===== config.mk =====
export PLATFORM = sky130hd
export DESIGN_NAME = data_mem_responder
export DESIGN_NICKNAME = d
export VERILOG_FILES = /design/src/rtl/data_mem_responder.sv
export SDC_FILE = /design/constraint.sdc
export NUM_CORES = 2
export LEC_CHECK = 0
export ABC_CLOCK_PERIOD_IN_PS = 4780
export CAP_MARGIN = 20
export CORE_ASPECT_RATIO = 1.1
export CORE_UTILIZATION = 56
export DETAILED_ROUTE_END_ITERATION = 10
export GPL_TIMING_DRIVEN = 1
export PLACE_DENSITY = 0.75
export SLEW_MARGIN = 20
export SYNTH_ARGS = -nofsm -noshare
export SYNTH_HDL_FRONTEND = slang
export SYNTH_SLANG_ARGS = --single-unit

===== constraint.sdc =====
create_clock -name clk -period 4.78 [get_ports clk]
set_clock_uncertainty 0.15 [all_clocks]
set_input_delay 0.478 -clock clk [delete_from_list [all_inputs] [get_ports clk]]
set_output_delay 0.478 -clock clk [all_outputs]
set_load 0.05 [all_outputs]

===== src/rtl/data_mem_responder.sv =====
// Data-memory responder: one load/store at a time, fixed latency, little-endian byte/half/word with extension.
// Optional DMEM_MISALIGN_TRAP_EN: misaligned half/word accesses report an error instead of being force-aligned.
module data_mem_responder #(
    parameter int DEPTH_WORDS = 64,
    parameter int LATENCY     = 2
) (
    input  logic        clk,
    input  logic        reset,
    input  logic        req_valid,
    output logic        req_ready,
    input  logic        req_write,
    input  logic [31:0] req_addr,
    input  logic [31:0] req_wdata,
    input  logic [1:0]  req_size,
    input  logic        req_unsigned,
    output logic        rsp_valid,
    input  logic        rsp_ready,
    output logic [31:0] rsp_rdata,
    output logic        rsp_err
);
    localparam int AW = $clog2(DEPTH_WORDS);
    localparam int CW = (LATENCY > 1) ? $clog2(LATENCY) : 1;

    typedef enum logic [1:0] {IDLE, BUSY, RESP} state_t;
    state_t state, state_next;

    logic [CW-1:0] cnt;
    logic          cap_write;
    logic [31:0]   cap_addr;
    logic [31:0]   cap_wdata;
    logic [1:0]    cap_size;
    logic          cap_unsigned;

    logic [31:0]   mem [DEPTH_WORDS];

    logic          do_access;
    logic          acc_err;
    logic [AW-1:0] idx;
    logic [1:0]    off;
    logic [31:0]   rd_word;
    logic [31:0]   ld_data;
    logic [31:0]   st_data;
    logic [3:0]    st_mask;

    always_ff @(posedge clk) begin
        if (reset) state <= IDLE;
        else       state <= state_next;
    end

    always_comb begin
        state_next = state;
        do_access  = 1'b0;
        case (state)
            IDLE: if (req_valid) state_next = BUSY;
            BUSY: if (cnt == '0) begin
                do_access  = 1'b1;
                state_next = RESP;
            end
            RESP: if (rsp_ready) state_next = IDLE;
            default: state_next = IDLE;
        endcase
    end

    assign req_ready = (state == IDLE);
    assign rsp_valid = (state == RESP);

    // Address decode: off is the effective lane offset after force-alignment.
    always_comb begin
        idx     = cap_addr[AW+1:2];
        off     = cap_addr[1:0];
        if (cap_size == 2'b01) off[0] = 1'b0;
        if (cap_size == 2'b10) off    = 2'b00;
        acc_err = (cap_size == 2'b11) || (|cap_addr[31:AW+2]);
`ifdef DMEM_MISALIGN_TRAP_EN
        if ((cap_size == 2'b01 && cap_addr[0]) || (cap_size == 2'b10 && cap_addr[1:0] != 2'b00))
            acc_err = 1'b1;
`endif
    end

    assign rd_word = mem[idx];

    always_comb begin
        ld_data = '0;
        st_data = cap_wdata;
        st_mask = 4'b0000;
        case (cap_size)
            2'b00: begin
                case (off)
                    2'd0:    ld_data[7:0] = rd_word[7:0];
                    2'd1:    ld_data[7:0] = rd_word[15:8];
                    2'd2:    ld_data[7:0] = rd_word[23:16];
                    default: ld_data[7:0] = rd_word[31:24];
                endcase
                if (!cap_unsigned) ld_data[31:8] = {24{ld_data[7]}};
                st_data = {4{cap_wdata[7:0]}};
                st_mask = 4'b0001 << off;
            end
            2'b01: begin
                ld_data[15:0] = off[1] ? rd_word[31:16] : rd_word[15:0];
                if (!cap_unsigned) ld_data[31:16] = {16{ld_data[15]}};
                st_data = {2{cap_wdata[15:0]}};
                st_mask = off[1] ? 4'b1100 : 4'b0011;
            end
            2'b10: begin
                ld_data = rd_word;
                st_mask = 4'b1111;
            end
            default: ;
        endcase
    end

    always_ff @(posedge clk) begin
        if (reset) begin
            cnt          <= '0;
            rsp_rdata    <= '0;
            rsp_err      <= 1'b0;
            cap_write    <= 1'b0;
            cap_addr     <= '0;
            cap_wdata    <= '0;
            cap_size     <= '0;
            cap_unsigned <= 1'b0;
        end else begin
            case (state)
                IDLE: if (req_valid) begin
                    cap_write    <= req_write;
                    cap_addr     <= req_addr;
                    cap_wdata    <= req_wdata;
                    cap_size     <= req_size;
                    cap_unsigned <= req_unsigned;
                    cnt          <= CW'(LATENCY - 1);
                end
                BUSY: begin
                    if (cnt != '0) begin
                        cnt <= cnt - CW'(1);
                    end else begin
                        rsp_rdata <= (acc_err || cap_write) ? '0 : ld_data;
                        rsp_err   <= acc_err;
                    end
                end
                RESP: if (rsp_ready) begin
                    rsp_rdata <= '0;
                    rsp_err   <= 1'b0;
                end
                default: ;
            endcase
        end
    end

    // Reset on the commit edge must suppress the store, hence the explicit gate.
    always_ff @(posedge clk) begin
        if (!reset && do_access && cap_write && !acc_err) begin
            for (int unsigned i = 0; i < 4; i++) begin
                if (st_mask[i]) mem[idx][8*i +: 8] <= st_data[8*i +: 8];
            end
        end
    end
endmodule


==> impl_metrics.toml <==
[setup_path]
crit_arrival_ns = 5.15
crit_fanout = 27
critical_path_class = "register to register"
worst_setup_path_start_kind = "register"
end_kind = "register"
cp.required_ns = 5.34

[sta]
finalHoldViolations = 0
rsz0062_at_grt = "no"
finalSetupViolations = 0
period_needed_ns = 4.59
worstMarginPinSlew_ns = 1.17
period_share_pct = 96.1
slew_headroom_pct = 21.5
tns_ns = 0
drv_slew = 0
timing.fmax_mhz = 218

[grt]
grt_use_total_pct = 31.0
grt_pass1_vias = 44286
gr-usage-met1_pct = 40.6
grt_antenna_before_repair = 10
grt-ovfl-total = 0
grt.busiest_layer = "met2"
grt_max_degree = 79
global_route.usage.met2_pct = 46.1
grt_pass1_wl_um = 327000
grtUsageMet3_pct = 11.2

[route]
antenna_left = 0
post_drt_wl_per_cell_um = 34.9
route.vias.total = 45308
first_pass_iters = 11
viasPerCell = 6.78
drc_errors = 1
routed_wl_um = 234000
drt_iter0_markers = 6947

[clocking]
cts.reportedPaths.clkPinSlew_ns = 0.07
cts_hold_buf = 27
cts.sinks = 2158
post_cts_resized = 0
clockBufferDepth = 3
htreeDepth = 4
cts_post_setup_buffers_inserted = 0
clk-insertion-delay-late_ns = 0.88
cts_tree = "done"
cts_root_buf = "clkbuf_16"
cts_buffers = 198

[synth]
synth_cell_types = 57
synth.avg_cell_area_sq_um = 20.3
ys_seq_area_share_pct = 75.4
synth-edff-count = 2048
synth_warnings = 0
ys_seq_elements = 2158
ys.flop_type = "edfxtp_1"
syn_nets = 4234
synth_area_sq_um = 84500
async_flop_share_pct = 0
postSynthCellCount = 4162

[layout]
finish.instance_area_sq_um = 96200
final_nets = 4608
syn_to_final_growth_pct = 13.8
drive_gt1_share_pct = 26.1

[floorplan]
start_util_pct = 56.4
die_height_um = 409
die-area_sq_um = 152000
core_area_sq_um = 150000
row_count = 149
die_width_um = 372
ios = 107

[placement]
place.detailed.hpwl_um = 147000
place_area_sq_um = 89400
place.gp.congestion = 1.01
portBuffers = 106

[flow_run]
cap_violations = 0

[power_and_ir_drop]
ir_worst_vdd_mv = 0.340
total_leakage_power_nw = 29.4
power_per_cell_area_nw_per_um2 = 410

[status]
violations = "design-rule violations"
status = "finished with violations"

[hold_path]
hp-class = "input port to register"
## critical path, stage by stage, from the launching register on
cell      delay (ns)
dfxtp_4         0.85
buf_12          0.29
buf_4           0.28
mux4_2          0.58
a22oi_1         0.22
a21oi_1         0.11
nor4_1          0.86
buf_4           0.25
a22oi_1         0.13
nand2_1         0.50
a311oi_1        0.19
## path summary, 6_finish.rpt
kind                                   start             to  slack, ns  cells past startpoint
worst max-delay path                register  rsp_rdata[24]       0.19                     10
worst min-delay path            req_addr[17]   cap_addr[17]       0.04                      3
worst max register to register      register  rsp_rdata[24]       0.19                     10
worst min register to register  cap_addr[23]   cap_addr[23]       0.31                      2
## cells by family (layout without fill, tap and decap cells)
group           Yosys count  in the layout  share of synthesized area [%]
simple gates            719            719                           3.48
mux                     703            703                           17.0
other cells               0             15                              0
buf+inv                 261            807                           1.58
compound gates          321            321                           2.59
flops                  2158           2158                           75.4
## layout make-up
type / instances / area [sq um]
Clock buffer: 246 / 5190
Inverter: 11 / 48.8
Antenna cell: 15 / 37.5
Fill cell: 9615 / 53700
Multi-Input combinational cell: 1743 / 19700
Tap cell: 1963 / 2460
Clock inverter: 126 / 1260
Timing Repair Buffer: 424 / 3830
Sequential cell: 2158 / 63700
## per-layer routing
metal	vias up	share of wire (%)
met5	-	0.038
met4	12	6.0
met3	679	14
met2	3325	46
met1	23462	35
li1	17830	-
## report_power, final
group	switching, mW	internal (mW)	total (mW)
registers	0.119	20.9	21.0
logic	1.70	1.01	2.70
clock network	7.05	8.69	15.7
total	8.86	30.6	39.4
## synthesized netlist by cell type, types with 18 or more instances
cell type / count / area (sq um)
mux2i_1: 95 / 951
o21a_1: 19 / 143
a21oi_1: 103 / 515
dfxtp_1: 110 / 2200
a22oi_1: 55 / 413
nor2_1: 293 / 1100
buf_6: 19 / 214
nand2_1: 326 / 1220
mux2_2: 26 / 293
buf_2: 49 / 245
buf_1: 21 / 78.8
buf_4: 41 / 308
nand3_1: 22 / 110
o21ai_0: 18 / 90.1
clkbuf_1: 119 / 447
mux4_2: 582 / 13100
edfxtp_1: 2048 / 61500
## registers in the layout, summed over array words and instances, names as in the netlist, named ones only
register / count
cap_addr: 32
cap_size: 2
cap_unsigned: 1
cap_wdata: 32
cap_write: 1
cnt: 1
mem: 2048
rsp_err: 1
rsp_rdata: 32
state: 2
## metrics by stage
step / power [mW] / hold WS, ns / setup WS [ns] / instances / utilization [%]
floorplan: 23.0 / 0.283 / 0.0997 / 4162 / -
global placement: 23.9 / 0.293 / 0.280 / 6271 / 59.7
detailed placement: 24.0 / 0.297 / 0.281 / 6271 / 59.7
CTS: 39.5 / 0.00111 / 0.246 / 6670 / 64.1
global route: 40.3 / 0.0353 / 0.0569 / 6671 / 64.2
finish: 39.4 / 0.0414 / 0.187 / 6686 / 64.2
## layout by cell type, fill, tap and decap left out, types with 19 or more instances in the layout
master,count
nand2_1,325
o21a_1,19
mux2i_1,95
dfxtp_1,95
clkinv_2,43
edfxtp_1,2048
mux4_2,582
nand3_1,21
nor2_1,291
clkinv_1,42
buf_4,267
clkdlybuf4s50_1,105
clkbuf_16,199
buf_12,25
clkbuf_1,44
a22oi_1,55
a21oi_1,101
dlygate4sd3_1,27
(Power assumes the default switching activity.)
